## src/rtl/alu_serial_sequencer_if.sv

```systemverilog
// Bus bundle joining the control unit, alu_serial_sequencer and one ALU_1bit slice.
// master = control unit, slave = sequencer, slice = the ALU_1bit slice.
interface alu_serial_sequencer_if #(
    parameter int unsigned WIDTH = 24
);
    logic             start;
    logic [3:0]       alu_op;
    logic [WIDTH-1:0] a;
    logic [WIDTH-1:0] b;
    logic             ready;
    logic             done;
    logic [WIDTH-1:0] result;
    logic             zero;
    logic             overflow;

    logic             slice_a;
    logic             slice_b;
    logic             slice_a_invert;
    logic             slice_b_invert;
    logic             slice_carry_in;
    logic             slice_less;
    logic [2:0]       slice_operation;
    logic             slice_result;
    logic             slice_carry_out;

    modport master (
        output start, alu_op, a, b,
        input  ready, done, result, zero, overflow
    );

    modport slave (
        input  start, alu_op, a, b,
        input  slice_result, slice_carry_out,
        output ready, done, result, zero, overflow,
        output slice_a, slice_b, slice_a_invert, slice_b_invert,
        output slice_carry_in, slice_less, slice_operation
    );

    modport slice (
        input  slice_a, slice_b, slice_a_invert, slice_b_invert,
        input  slice_carry_in, slice_less, slice_operation,
        output slice_result, slice_carry_out
    );
endinterface

```

## src/rtl/alu_serial_sequencer.sv

```systemverilog
// Bit-serial ALU driver: steps one ALU_1bit slice through bits 0..WIDTH-1, one bit per clock.
// Optional macro ALU_SEQ_SLTU_EN adds ALUOp 1111 (SLTU, unsigned set-less-than).
module alu_serial_sequencer #(
    parameter int unsigned WIDTH = 24,
    parameter int unsigned CNT_W = 5
) (
    input logic                  Clock,
    input logic                  Reset,
    alu_serial_sequencer_if.slave bus
);

    localparam logic [3:0] OP_AND  = 4'b0000;
    localparam logic [3:0] OP_OR   = 4'b0001;
    localparam logic [3:0] OP_ADD  = 4'b0010;
    localparam logic [3:0] OP_XOR  = 4'b0011;
    localparam logic [3:0] OP_SUB  = 4'b0110;
    localparam logic [3:0] OP_SLT  = 4'b0111;
    localparam logic [3:0] OP_NOR  = 4'b1100;
`ifdef ALU_SEQ_SLTU_EN
    localparam logic [3:0] OP_SLTU = 4'b1111;
`endif

    localparam logic [2:0] SOP_AND  = 3'b000;
    localparam logic [2:0] SOP_OR   = 3'b001;
    localparam logic [2:0] SOP_ADD  = 3'b010;
    localparam logic [2:0] SOP_LESS = 3'b011;
    localparam logic [2:0] SOP_XOR  = 3'b100;

    localparam logic [CNT_W-1:0] IDX_LAST = CNT_W'(WIDTH - 1);

    typedef enum logic [1:0] {
        IDLE     = 2'd0,
        RUN      = 2'd1,
        LESSPASS = 2'd2,
        DONE     = 2'd3
    } state_t;

    state_t           state, state_nx;

    logic [WIDTH-1:0] a_q, a_nx;
    logic [WIDTH-1:0] b_q, b_nx;
    logic [2:0]       sop_q, sop_nx;
    logic             ainv_q, ainv_nx;
    logic             binv_q, binv_nx;
    logic             less_q, less_nx;
    logic             sltu_q, sltu_nx;
    logic             arith_q, arith_nx;
    logic [CNT_W-1:0] idx_q, idx_nx;
    logic             carry_q, carry_nx;
    logic             set_q, set_nx;
    logic [WIDTH-1:0] result_q, result_nx;
    logic             zero_q, zero_nx;
    logic             ovf_q, ovf_nx;
    logic             ready_q, ready_nx;
    logic             done_q, done_nx;
    logic             run_ovf;

    logic             slice_a_q, slice_a_nx;
    logic             slice_b_q, slice_b_nx;
    logic             slice_ainv_q, slice_ainv_nx;
    logic             slice_binv_q, slice_binv_nx;
    logic             slice_cin_q, slice_cin_nx;
    logic             slice_less_q, slice_less_nx;
    logic [2:0]       slice_op_q, slice_op_nx;

    logic             dec_valid;
    logic [2:0]       dec_sop;
    logic             dec_ainv;
    logic             dec_binv;
    logic             dec_cin;
    logic             dec_less;
    logic             dec_sltu;
    logic             dec_arith;

    // Opcode decode, latched alongside the operands on accept
    always_comb begin
        dec_valid = 1'b0;
        dec_sop   = SOP_AND;
        dec_ainv  = 1'b0;
        dec_binv  = 1'b0;
        dec_cin   = 1'b0;
        dec_less  = 1'b0;
        dec_sltu  = 1'b0;
        dec_arith = 1'b0;
        case (bus.alu_op)
            OP_AND: dec_valid = 1'b1;
            OP_OR: begin
                dec_valid = 1'b1;
                dec_sop   = SOP_OR;
            end
            OP_ADD: begin
                dec_valid = 1'b1;
                dec_sop   = SOP_ADD;
                dec_arith = 1'b1;
            end
            OP_XOR: begin
                dec_valid = 1'b1;
                dec_sop   = SOP_XOR;
            end
            OP_SUB: begin
                dec_valid = 1'b1;
                dec_sop   = SOP_ADD;
                dec_binv  = 1'b1;
                dec_cin   = 1'b1;
                dec_arith = 1'b1;
            end
            OP_SLT: begin
                dec_valid = 1'b1;
                dec_sop   = SOP_ADD;
                dec_binv  = 1'b1;
                dec_cin   = 1'b1;
                dec_less  = 1'b1;
            end
            OP_NOR: begin
                dec_valid = 1'b1;
                dec_ainv  = 1'b1;
                dec_binv  = 1'b1;
            end
`ifdef ALU_SEQ_SLTU_EN
            OP_SLTU: begin
                dec_valid = 1'b1;
                dec_sop   = SOP_ADD;
                dec_binv  = 1'b1;
                dec_cin   = 1'b1;
                dec_less  = 1'b1;
                dec_sltu  = 1'b1;
            end
`endif
            default: ;
        endcase
    end

    // Sequencer next-state and datapath update
    always_comb begin
        state_nx  = state;
        a_nx      = a_q;
        b_nx      = b_q;
        sop_nx    = sop_q;
        ainv_nx   = ainv_q;
        binv_nx   = binv_q;
        less_nx   = less_q;
        sltu_nx   = sltu_q;
        arith_nx  = arith_q;
        idx_nx    = idx_q;
        carry_nx  = carry_q;
        set_nx    = set_q;
        result_nx = result_q;
        zero_nx   = zero_q;
        ovf_nx    = ovf_q;
        done_nx   = 1'b0;
        run_ovf   = 1'b0;

        case (state)
            IDLE: begin
                if (ready_q && bus.start) begin
                    a_nx      = bus.a;
                    b_nx      = bus.b;
                    sop_nx    = dec_sop;
                    ainv_nx   = dec_ainv;
                    binv_nx   = dec_binv;
                    less_nx   = dec_less;
                    sltu_nx   = dec_sltu;
                    arith_nx  = dec_arith;
                    idx_nx    = '0;
                    carry_nx  = dec_cin;
                    set_nx    = 1'b0;
                    result_nx = '0;
                    ovf_nx    = 1'b0;
                    state_nx  = dec_valid ? RUN : DONE;
                end
            end
            RUN: begin
                result_nx[idx_q] = bus.slice_result;
                carry_nx         = bus.slice_carry_out;
                idx_nx           = idx_q + CNT_W'(1);
                if (idx_q == IDX_LAST) begin
                    // carry_q is the carry into the MSB, slice_carry_out the carry out of it
                    run_ovf  = carry_q ^ bus.slice_carry_out;
                    set_nx   = sltu_q ? ~bus.slice_carry_out : (bus.slice_result ^ run_ovf);
                    ovf_nx   = arith_q & run_ovf;
                    idx_nx   = '0;
                    state_nx = less_q ? LESSPASS : DONE;
                end
            end
            LESSPASS: begin
                result_nx[idx_q] = bus.slice_result;
                idx_nx           = idx_q + CNT_W'(1);
                if (idx_q == IDX_LAST) begin
                    idx_nx   = '0;
                    state_nx = DONE;
                end
            end
            DONE: begin
                zero_nx  = (result_q == '0);
                done_nx  = 1'b1;
                state_nx = IDLE;
            end
            default: state_nx = IDLE;
        endcase

        // Ready stays low through the Done cycle so a request there is not taken
        ready_nx = (state_nx == IDLE) && (state != DONE);
    end

    // Slice drive for the bit the next cycle will evaluate
    always_comb begin
        slice_a_nx    = 1'b0;
        slice_b_nx    = 1'b0;
        slice_ainv_nx = 1'b0;
        slice_binv_nx = 1'b0;
        slice_cin_nx  = 1'b0;
        slice_less_nx = 1'b0;
        slice_op_nx   = SOP_AND;
        case (state_nx)
            RUN: begin
                slice_a_nx    = a_nx[idx_nx];
                slice_b_nx    = b_nx[idx_nx];
                slice_ainv_nx = ainv_nx;
                slice_binv_nx = binv_nx;
                slice_cin_nx  = carry_nx;
                slice_op_nx   = sop_nx;
            end
            LESSPASS: begin
                slice_a_nx    = a_nx[idx_nx];
                slice_b_nx    = b_nx[idx_nx];
                slice_less_nx = (idx_nx == '0) ? set_nx : 1'b0;
                slice_op_nx   = SOP_LESS;
            end
            default: ;
        endcase
    end

    always_ff @(posedge Clock) begin
        if (Reset) begin
            state        <= IDLE;
            a_q          <= '0;
            b_q          <= '0;
            sop_q        <= SOP_AND;
            ainv_q       <= 1'b0;
            binv_q       <= 1'b0;
            less_q       <= 1'b0;
            sltu_q       <= 1'b0;
            arith_q      <= 1'b0;
            idx_q        <= '0;
            carry_q      <= 1'b0;
            set_q        <= 1'b0;
            result_q     <= '0;
            zero_q       <= 1'b1;
            ovf_q        <= 1'b0;
            ready_q      <= 1'b1;
            done_q       <= 1'b0;
            slice_a_q    <= 1'b0;
            slice_b_q    <= 1'b0;
            slice_ainv_q <= 1'b0;
            slice_binv_q <= 1'b0;
            slice_cin_q  <= 1'b0;
            slice_less_q <= 1'b0;
            slice_op_q   <= SOP_AND;
        end else begin
            state        <= state_nx;
            a_q          <= a_nx;
            b_q          <= b_nx;
            sop_q        <= sop_nx;
            ainv_q       <= ainv_nx;
            binv_q       <= binv_nx;
            less_q       <= less_nx;
            sltu_q       <= sltu_nx;
            arith_q      <= arith_nx;
            idx_q        <= idx_nx;
            carry_q      <= carry_nx;
            set_q        <= set_nx;
            result_q     <= result_nx;
            zero_q       <= zero_nx;
            ovf_q        <= ovf_nx;
            ready_q      <= ready_nx;
            done_q       <= done_nx;
            slice_a_q    <= slice_a_nx;
            slice_b_q    <= slice_b_nx;
            slice_ainv_q <= slice_ainv_nx;
            slice_binv_q <= slice_binv_nx;
            slice_cin_q  <= slice_cin_nx;
            slice_less_q <= slice_less_nx;
            slice_op_q   <= slice_op_nx;
        end
    end

    assign bus.ready           = ready_q;
    assign bus.done            = done_q;
    assign bus.result          = result_q;
    assign bus.zero            = zero_q;
    assign bus.overflow        = ovf_q;
    assign bus.slice_a         = slice_a_q;
    assign bus.slice_b         = slice_b_q;
    assign bus.slice_a_invert  = slice_ainv_q;
    assign bus.slice_b_invert  = slice_binv_q;
    assign bus.slice_carry_in  = slice_cin_q;
    assign bus.slice_less      = slice_less_q;
    assign bus.slice_operation = slice_op_q;

endmodule

```

## src/flat_wrapper.sv

```systemverilog
// flat-port wrapper written by rule: the top's interface ports become plain ports
module alu_serial_sequencer_flat 
#(
    parameter int unsigned WIDTH = 24,
    parameter int unsigned CNT_W = 5
)
  (Clock, Reset, bus_start, bus_alu_op, bus_a, bus_b, bus_slice_result, bus_slice_carry_out, bus_ready, bus_done, bus_result, bus_zero, bus_overflow, bus_slice_a, bus_slice_b, bus_slice_a_invert, bus_slice_b_invert, bus_slice_carry_in, bus_slice_less, bus_slice_operation);
  alu_serial_sequencer_if #(.WIDTH(WIDTH)) bus_i ();
  input logic Clock;
  input logic Reset;
  input wire logic [$bits(bus_i.start)-1:0] bus_start;
  input wire logic [$bits(bus_i.alu_op)-1:0] bus_alu_op;
  input wire logic [$bits(bus_i.a)-1:0] bus_a;
  input wire logic [$bits(bus_i.b)-1:0] bus_b;
  input wire logic [$bits(bus_i.slice_result)-1:0] bus_slice_result;
  input wire logic [$bits(bus_i.slice_carry_out)-1:0] bus_slice_carry_out;
  output wire logic [$bits(bus_i.ready)-1:0] bus_ready;
  output wire logic [$bits(bus_i.done)-1:0] bus_done;
  output wire logic [$bits(bus_i.result)-1:0] bus_result;
  output wire logic [$bits(bus_i.zero)-1:0] bus_zero;
  output wire logic [$bits(bus_i.overflow)-1:0] bus_overflow;
  output wire logic [$bits(bus_i.slice_a)-1:0] bus_slice_a;
  output wire logic [$bits(bus_i.slice_b)-1:0] bus_slice_b;
  output wire logic [$bits(bus_i.slice_a_invert)-1:0] bus_slice_a_invert;
  output wire logic [$bits(bus_i.slice_b_invert)-1:0] bus_slice_b_invert;
  output wire logic [$bits(bus_i.slice_carry_in)-1:0] bus_slice_carry_in;
  output wire logic [$bits(bus_i.slice_less)-1:0] bus_slice_less;
  output wire logic [$bits(bus_i.slice_operation)-1:0] bus_slice_operation;
  assign bus_i.start = bus_start;
  assign bus_i.alu_op = bus_alu_op;
  assign bus_i.a = bus_a;
  assign bus_i.b = bus_b;
  assign bus_i.slice_result = bus_slice_result;
  assign bus_i.slice_carry_out = bus_slice_carry_out;
  assign bus_ready = bus_i.ready;
  assign bus_done = bus_i.done;
  assign bus_result = bus_i.result;
  assign bus_zero = bus_i.zero;
  assign bus_overflow = bus_i.overflow;
  assign bus_slice_a = bus_i.slice_a;
  assign bus_slice_b = bus_i.slice_b;
  assign bus_slice_a_invert = bus_i.slice_a_invert;
  assign bus_slice_b_invert = bus_i.slice_b_invert;
  assign bus_slice_carry_in = bus_i.slice_carry_in;
  assign bus_slice_less = bus_i.slice_less;
  assign bus_slice_operation = bus_i.slice_operation;
  alu_serial_sequencer #(.WIDTH(WIDTH), .CNT_W(CNT_W)) u_core (.Clock(Clock), .Reset(Reset), .bus(bus_i));
endmodule
```

## config.mk

```make
export PLATFORM = sky130hd
export DESIGN_NAME = alu_serial_sequencer_flat
export DESIGN_NICKNAME = d
export VERILOG_FILES = /design/src/rtl/alu_serial_sequencer_if.sv /design/src/rtl/alu_serial_sequencer.sv /design/src/flat_wrapper.sv
export SDC_FILE = /design/constraint.sdc
export NUM_CORES = 1
export LEC_CHECK = 0
export ABC_CLOCK_PERIOD_IN_PS = 3850
export CAP_MARGIN = 20
export CORE_MARGIN = 4
export CORE_UTILIZATION = 53
export DETAILED_ROUTE_END_ITERATION = 8
export PLACE_DENSITY = 0.9
export SLEW_MARGIN = 30
export SYNTH_ARGS = -nofsm -noshare
export SYNTH_HDL_FRONTEND = slang
export SYNTH_SLANG_ARGS = --single-unit
```

## constraint.sdc

```tcl
create_clock -name Clock -period 3.85 [get_ports Clock]
set_input_delay 0.5775 -clock Clock [delete_from_list [all_inputs] [get_ports Clock]]
set_output_delay 0.5775 -clock Clock [all_outputs]
set_load 0.01 [all_outputs]
```

Word-level counts from Yosys, hierarchy flattened
Index checks and enable logic that the tools add are counted.

Input bits: 57. Output and inout port bits: 37. Word-level logic and storage cells: 117. Bits in registers: 101.

Eq/ne operators: 15. Bitwise logic cells: 7. Reductions and logical operators: 23. $lt $le $gt $ge: 3. Muxes and demuxes: 45. $add $sub $neg: 1.

Operators with widths (number): 2-to-1 mux 24 bit (5); one-hot mux 24 bit (2 select lines) (1); bitwise mux 24 bit (1); zero test 24 bit (1); 2-to-1 mux 1 bit (20); < comparator 5 x 6 -> 1 bit, second input constant (2); OR reduction 2 bit (6); binary-select mux 1 bit (select 5 bit) (2); 2-to-1 mux 5 bit (2); one-hot mux 5 bit (2 select lines) (1); one-hot mux 3 bit (3 select lines) (1); OR reduction 3 bit (3); == test 4 x 2 -> 1 bit, second input constant (2); == test 4 x 3 -> 1 bit, second input constant (2); 2-to-1 mux 2 bit (4); one-hot mux 2 bit (4 select lines) (1); OR reduction 7 bit (1); == test 2 bit, second input constant (3); 2-to-1 mux 3 bit (2); one-hot mux 1 bit (2 select lines) (3); one-hot mux 3 bit (2 select lines) (1); adder 5 x 1 -> 5 bit, second input constant (1); demux 1 bit (select 5 bit) (1); == test 5 bit, second input constant (1); 16 further kinds (27).

Longest topological paths before layout
Gate-level depths: netlist of run 1.

Word-level depth: 10. Mapped depth: 14. Depth with buffers taken out: 14.

Worst setup path before layout of run 1
No wires, ideal clock.

Kind: register -> register. Start: reg u_core.state[1]. End: reg u_core.slice_a_q (netlist: u_core.bus.slice_a). Setup slack: 0.986 ns. Stages on the path, launching flop included: 14. Clock period less this slack: 2.864 ns. Buffers on the path: 2. Arrival: 2.730 ns. Required time: 3.716 ns. Setup time: 0.134 ns. Path through: dfxtp_1 > inv_1 > ha_1 > buf_6 > nand3_1 > clkbuf_1 > o211ai_1 > o31ai_1 > ha_1 > nor2b_1 > nand3_1 > a41o_1 > a2111oi_1 > or4_1.

Longest elaborated chain between the ends: 6. Elaborated cells between the ends (all ways): 18. Those cells by class: 5 x eq/ne; 8 x mux; 1 x bitwise; 4 x reduce/logical.

RTL lines: start: declaration (RTL line alu_serial_sequencer.sv:38) `state_t state, state_nx;`; start signal: assignment (RTL line alu_serial_sequencer.sv:260) `state <= state_nx;`; parallel branches: the longest is 6 deep, another holds one-hot mux 5 bit (2 select lines); end signal: assignment (RTL line alu_serial_sequencer.sv:277) `slice_a_q <= slice_a_nx;`; end: declaration (RTL line alu_serial_sequencer.sv:58) `logic slice_a_q, slice_a_nx;`.

Parallel ways; which one is timed is not known. The select of a mux whose other input is x is not followed. A chain may end at the register's enable or synchronous reset.

Worst setup path in the final report of run 1
Start: reg u_core.idx_q[2]. End: reg u_core.slice_a_q (netlist: u_core.bus.slice_a).

Longest elaborated chain between the ends: 7. Elaborated cells between the ends (all ways): 15. Those cells by class: 1 x add/sub; 3 x eq/ne; 8 x mux; 1 x bitwise; 2 x reduce/logical.

RTL lines: start: declaration (RTL line alu_serial_sequencer.sv:48) `logic [CNT_W-1:0] idx_q, idx_nx;`; start signal: assignment (RTL line alu_serial_sequencer.sv:269) `idx_q <= idx_nx;`; parallel branches: the longest is 7 deep, another holds adder 5 x 1 -> 5 bit.

Parallel ways; which one is timed is not known. The select of a mux whose other input is x is not followed.

==> impl_metrics.toml, run 1 <==
[drt]
drcViolationCount = 0
postRouteAntennaNets = 0
wl_um = 14300
first_pass_iters = 5
vias = 5091
wl_per_cell_um = 16.6
vias_per_cell = 5.91
first_iter_violations = 510

[synth]
yosysWarnings = 0
synth_edf_count = 0
ys_ff_latch = 101
syn_area_um2 = 5120
syn_nets = 726
synthFlopType = "dfxtp_1"
avgSynthCellArea_um2 = 7.79
synth_cells = 657
yosysUniqueCellTypes = 62
async_reset_ff_share_pct = 0
ys_seq_area_share_pct = 39.5

[timing]
max_freq_mhz = 303
fin_crit_ps = 3300
layout_setup_ws_ps = 546
slew_headroom_pct = 34.3
clock_skew_ps = 9.29
worstMarginPinSlew_ps = 985
setup_violations = 0
final.setup.tns_ps = 0
hold_viol_final = 0
fin_hold_ws_ps = 461
finalMaxSlewViolations = 0
rsz0062_at_grt = "no"
timing.final.crit_share_pct = 85.8

[clock_network]
cts_sinks = 101
cts_root_buf = "clkbuf_8"
cts_setup_buffers = 0
clock_path_buffers = 2
htreeDepth = 3
cts_inserted_buffers = 9
post_cts_resized = 0
cts.reportedPaths.clkPinSlew_ps = 90
cts_tree = "built"
insertion_delay_ps = 370
holdBufCountCts = 0

[floorplan]
io_pins = 94
initial_core_util_pct = 54.9
die_w_um = 106
die_area_um2 = 11300
core_area_um2 = 9330
rows = 35
die_y_um = 106

[hold_path]
min_path_type = "reg -> reg"
hp-start = "u_core.b_q[1]$_SDFF_PP0_"
min_to = "u_core.b_q[1]$_SDFF_PP0_"
hold_depth = 2

[cells_and_area]
seqCellArea_um2 = 2020
area_delta_synth_final_pct = 23.0
finish.utilization_pct = 67.5
antenna_cells = 0
layout-drive-gt1-share_pct = 6.68
final_common_cell = "nand2_1"
fill_cells = 767
finalNetCount = 797
multi_input_comb_area_um2 = 2840
layout_common_cells = "nand2_1 (186), dfxtp_1 (101), clkdlybuf4s50_1 (92)"

[place]
dp_hpwl_um = 10200
io_buffers = 93
gp_congestion = 0.868
dpl_worst_slack_ps = 370

[power]
totalPowerFinal_w = 0.00396
peakVddDrop_mv = 0.350
cellPowerDensity_nw_per_um2 = 629
p_leak_nw = 2.28

[setup_path]
critPathMaxStageDelay_ps = 650
r2r-end = "u_core.bus.slice_a$_SDFF_PP0_"
critPathTopFamily = "simple AND/OR/NAND/NOR gates"
worstPathRequired_ps = 4170
reg2reg_slack_ps = 550
endpoint_kind = "flip-flop"
critPathBufInv = 0
startpoint_type = "flip-flop"
rr_worst_depth = 10
crit_cells = 10
cp_slowest_cell = "dfxtp_1"
path_class = "reg -> reg"
worstPathMaxFanout = 13
critPathArrivalTime_ps = 3620
critical_path.cell_chain = "and3b_1 -> and2_4 -> a21boi_0 -> o31ai_1 -> ha_1 -> nor2b_1 -> nand3_1 -> a41o_1 -> a2111oi_1 -> or4_1"
r2r-start = "u_core.idx_q[2]$_SDFF_PP0_"

[status]
status = "complete, no violations"

[global_routing]
grt_usage_pct = 25.3
grt_first_pass_wirelength_um = 23600
antenna_found_initial = 0
grt_pass1_vias = 4972
grt_max_degree = 95
grt_overflow = 0

[flow_run]
drv_cap = 0
stage by stage:
step,instances,cell area (um^2)
after floorplan,657,5120
after global placement,846,6080
after detailed placement,846,6080
after CTS,862,6300
after global routing,862,6300
final,862,6300
cells by family (layout without fill, tap and decap cells):
family	after synthesis	after routing	synth area share, %
simple gates	289	289	25.5
compound gates	180	180	22.3
flops	101	101	39.5
buf+inv	55	131	5.28
mux	17	17	4.06
fa+ha+maj	12	12	2.93
xor+xnor	3	3	0.513
cells in the mapped netlist, types with 7 or more instances:
| cell | count | area share (%) |
|---|---|---|
| nand2_1 | 186 | 14 |
| dfxtp_1 | 101 | 39 |
| a21oi_1 | 83 | 8.1 |
| o21ai_0 | 29 | 2.8 |
| clkbuf_1 | 27 | 2.0 |
| nor2_1 | 26 | 1.9 |
| a21boi_0 | 25 | 3.7 |
| nand3_1 | 18 | 1.8 |
| a32oi_1 | 14 | 2.4 |
| mux2i_1 | 14 | 2.7 |
| ha_1 | 12 | 2.9 |
| inv_1 | 10 | 0.73 |
| and2_1 | 8 | 0.98 |
| nor3_1 | 8 | 0.78 |
| nor2b_1 | 7 | 0.86 |
power breakdown:
group	internal, W	total, W	switching [W]
Clock	0.000356	0.000724	0.000368
Combinational	0.000746	0.00194	0.00120
Sequential	0.00120	0.00129	0.0000958
layer usage:
| metal | global-route usage, % | routed length [um] | up-vias |
|---|---|---|---|
| li1 | - | - | 2409 |
| met1 | 30.2 | 5670 | 2391 |
| met2 | 44.6 | 7290 | 252 |
| met3 | 4.31 | 968 | 39 |
| met4 | 10.5 | 393 | 0 |
| met5 | 0 | 0 | - |
worst min-delay path, stage by stage, from the launching register on:
cell and delay (ps):
dfxtp_1 320, nand2_1 50, a21oi_1 50
layout make-up:
type	instances	share of cell area, %
Timing Repair Buffer	105	16.1
Sequential cell	101	32.1
Clock buffer	12	2.62
Tap cell	129	2.56
Inverter	10	0.596
Clock inverter	4	0.874
Multi-Input combinational cell	501	45.1
flip-flops by register name, indices dropped and copies added, names as in the netlist, 2 cells and up:
signal and flops:
u_core.state 2, u_core.b_q 24, u_core.bus.slice_operation 3, u_core.sop_q 3, u_core.bus.result 24, u_core.a_q 24
u_core.idx_q 5
how the worst max path moves through the flow:
| stage | startpoint | endpoint | slack [ps] |
|---|---|---|---|
| 6_report | u_core.idx_q[2]$_SDFF_PP0_ | u_core.bus.slice_a$_SDFF_PP0_ | 550 |
| 5_1_grt | u_core.idx_q[2]$_SDFF_PP0_ | u_core.bus.slice_a$_SDFF_PP0_ | 280 |
| 4_1_cts | u_core.idx_q[2]$_SDFF_PP0_ | u_core.bus.slice_a$_SDFF_PP0_ | 590 |
| 3_5_place_dp | bus_alu_op[2] | u_core.bus.slice_a$_SDFF_PP0_ | 370 |
| 3_3_place_gp | bus_alu_op[1] | u_core.bus.slice_a$_SDFF_PP0_ | 540 |
| 2_1_floorplan | u_core.state[1]$_SDFF_PP0_ | u_core.bus.slice_a$_SDFF_PP0_ | 990 |
Power figures use the tool's default switching activity.
==> run 2, diff against run 1 <==
--- a/config.mk
+++ b/config.mk
@@ -5,12 +5,12 @@
 export SDC_FILE = /design/constraint.sdc
 export NUM_CORES = 1
 export LEC_CHECK = 0
-export ABC_CLOCK_PERIOD_IN_PS = 3850
+export ABC_CLOCK_PERIOD_IN_PS = 2700
 export CAP_MARGIN = 20
 export CORE_MARGIN = 4
-export CORE_UTILIZATION = 53
+export CORE_UTILIZATION = 48
 export DETAILED_ROUTE_END_ITERATION = 8
-export PLACE_DENSITY = 0.9
+export PLACE_DENSITY = 0.86
 export SLEW_MARGIN = 30
 export SYNTH_ARGS = -nofsm -noshare
 export SYNTH_HDL_FRONTEND = slang
==> constraint.sdc (replaced) <==
create_clock -name Clock -period 2.7 [get_ports Clock]
set_input_delay 0.405 -clock Clock [delete_from_list [all_inputs] [get_ports Clock]]
set_output_delay 0.405 -clock Clock [all_outputs]
set_load 0.01 [all_outputs]
==> impl_metrics.toml, run 2 (synthesized netlist as in run 1, its figures left out) <==
[drt]
wl_per_cell_um = 16.0
vias_per_cell = 5.74
first_iter_violations = 424
first_pass_iters = 5
vias = 5276
postRouteAntennaNets = 0
wl_um = 14700
drcViolationCount = 0

[floorplan]
initial_core_util_pct = 49.4
core_area_um2 = 10400
io_pins = 94
die_y_um = 111
die_w_um = 111
rows = 37
die_area_um2 = 12400

[clock_network]
cts.reportedPaths.clkPinSlew_ps = 90
clock_path_buffers = 2
cts_tree = "built"
cts_inserted_buffers = 9
htreeDepth = 3
cts_root_buf = "clkbuf_8"
cts_sinks = 101
insertion_delay_ps = 380
holdBufCountCts = 0

[setup_path]
worstPathRequired_ps = 3020
startpoint = "bus_alu_op[2]"
reg2reg_slack_ps = 110
critPathArrivalTime_ps = 2940
rr_worst_depth = 12
endpoint_kind = "flip-flop"
r2r-start = "u_core.state[1]$_SDFF_PP0_"
worstPathMaxFanout = 3
startpoint_type = "input port"
r2r-end = "u_core.bus.slice_a$_SDFF_PP0_"
crit_end = "u_core.bus.slice_a$_SDFF_PP0_"
path_class = "in -> reg"

[flow_run]
drv_cap = 0

[power]
switching_share_pct = 40.8
p_sw_w = 0.00258
clkPwrFrac_pct = 15.7
seq_power_share_pct = 28.9
p_comb_share_pct = 55.4
peakVddDrop_mv = 0.477
p_leak_nw = 2.55
intPower_w = 0.00374
cellPowerDensity_nw_per_um2 = 927

[timing]
setup_violations = 0
max_freq_mhz = 382
fin_crit_ps = 2620
worstMarginPinSlew_ps = 994
finalMaxSlewViolations = 0
timing.final.crit_share_pct = 96.9
clock_skew_ps = 11.2
slew_headroom_pct = 33.7
hold_viol_final = 0

[cells_and_area]
finalNetCount = 848
final_cells = 919
antenna_cells = 0
area_delta_synth_final_pct = 33.2
layout-drive-gt1-share_pct = 15.5
stdcell_area_um2 = 6820
final_common_cell = "nand2_1"
layout_common_cells = "nand2_1 (186), dfxtp_1 (99), clkdlybuf4s50_1 (92)"

[global_routing]
grt_overflow = 0
grt_pass1_vias = 5046
groute.layer.met1.usage_pct = 28.3
use_met2_pct = 38.0
use_met3_pct = 4.75
grt_max_degree = 95
top_usage_layer = "met2"
antenna_found_initial = 0
grt_first_pass_wirelength_um = 23400
grt_usage_pct = 22.4

[place]
dpl_cell_area_um2 = 6460
dp_hpwl_um = 10400
gp_congestion = 0.945
dp.cells = 899
io_buffers = 93

[hold_path]
min_path_type = "reg -> reg"

[status]
status = "complete, no violations"
==> run 2: metal layers <==
metal,vias to the layer above,routed length [um]
li1,2518,-
met1,2471,6070
met2,251,7190
met3,36,1100
met4,0,310
met5,-,0
==> run 2: worst max-delay path, cell delays in order <==
cell	delay (ps)
clkdlybuf4s50_1	420
nor2b_2	170
nand3b_1	110
o21ai_2	80
nor2_2	120
a21oi_2	40
a22oi_2	210
inv_2	80
ha_4	270
nor2b_4	170
nand3_2	110
a41o_1	270
o32ai_1	320
or4_1	160
==> run 2: layout make-up <==
class,instances,area [um^2]
Inverter,10,37.5
Clock inverter,5,60.1
Timing Repair Buffer,155,1420
Multi-Input combinational cell,502,2970
Fill cell,863,3550
Sequential cell,101,2030
Clock buffer,10,138
Tap cell,136,170
==> run 2: metrics by stage <==
step                      setup TNS, ps  setup WS, ps  utilization, %  hold WS [ps]  power [W]
after global placement             -513          -311            62.3           440    0.00495
after floorplan                       0          32.4               -           433    0.00391
after CTS                             0          8.52            64.4           460    0.00605
final                                 0          82.7            65.8           462    0.00632
after detailed placement          -1030          -582            62.3           447    0.00504
after global routing              -8.30         -5.67            65.8           477    0.00669
==> run 2: what timing repair did <==
item,CTS,global route
gates resized for setup,5,26
setup buffers,0,4
gates cloned,0,1
setup endpoints to repair,2,2
pin swaps,2,8
==> run 2: worst min path at each step <==
stage | end | slack [ps] | cells after the start | from
after floorplan | u_core.a_q[13]$_SDFF_PP0_ | 430 | 2 | u_core.a_q[13]$_SDFF_PP0_
after global placement | u_core.a_q[17]$_SDFF_PP0_ | 440 | 2 | u_core.a_q[17]$_SDFF_PP0_
after detailed placement | u_core.a_q[8]$_SDFF_PP0_ | 450 | 2 | u_core.a_q[8]$_SDFF_PP0_
after CTS | u_core.a_q[8]$_SDFF_PP0_ | 460 | 2 | u_core.a_q[8]$_SDFF_PP0_
after global routing | u_core.b_q[22]$_SDFF_PP0_ | 480 | 2 | u_core.b_q[22]$_SDFF_PP0_
final | u_core.a_q[15]$_SDFF_PP0_ | 460 | 2 | u_core.a_q[15]$_SDFF_PP0_
==> run 2: power groups by stage <==
| stage | clock network, W | registers (W) | logic [W] |
|---|---|---|---|
| 2_1_floorplan | 0 | 0.00185 | 0.00206 |
| 3_5_place_dp | 0 | 0.00185 | 0.00319 |
| 4_1_cts | 0.00100 | 0.00182 | 0.00322 |
| 3_3_place_gp | 0 | 0.00184 | 0.00310 |
| 6_report | 0.000991 | 0.00183 | 0.00350 |
| 5_1_grt | 0.00106 | 0.00185 | 0.00378 |
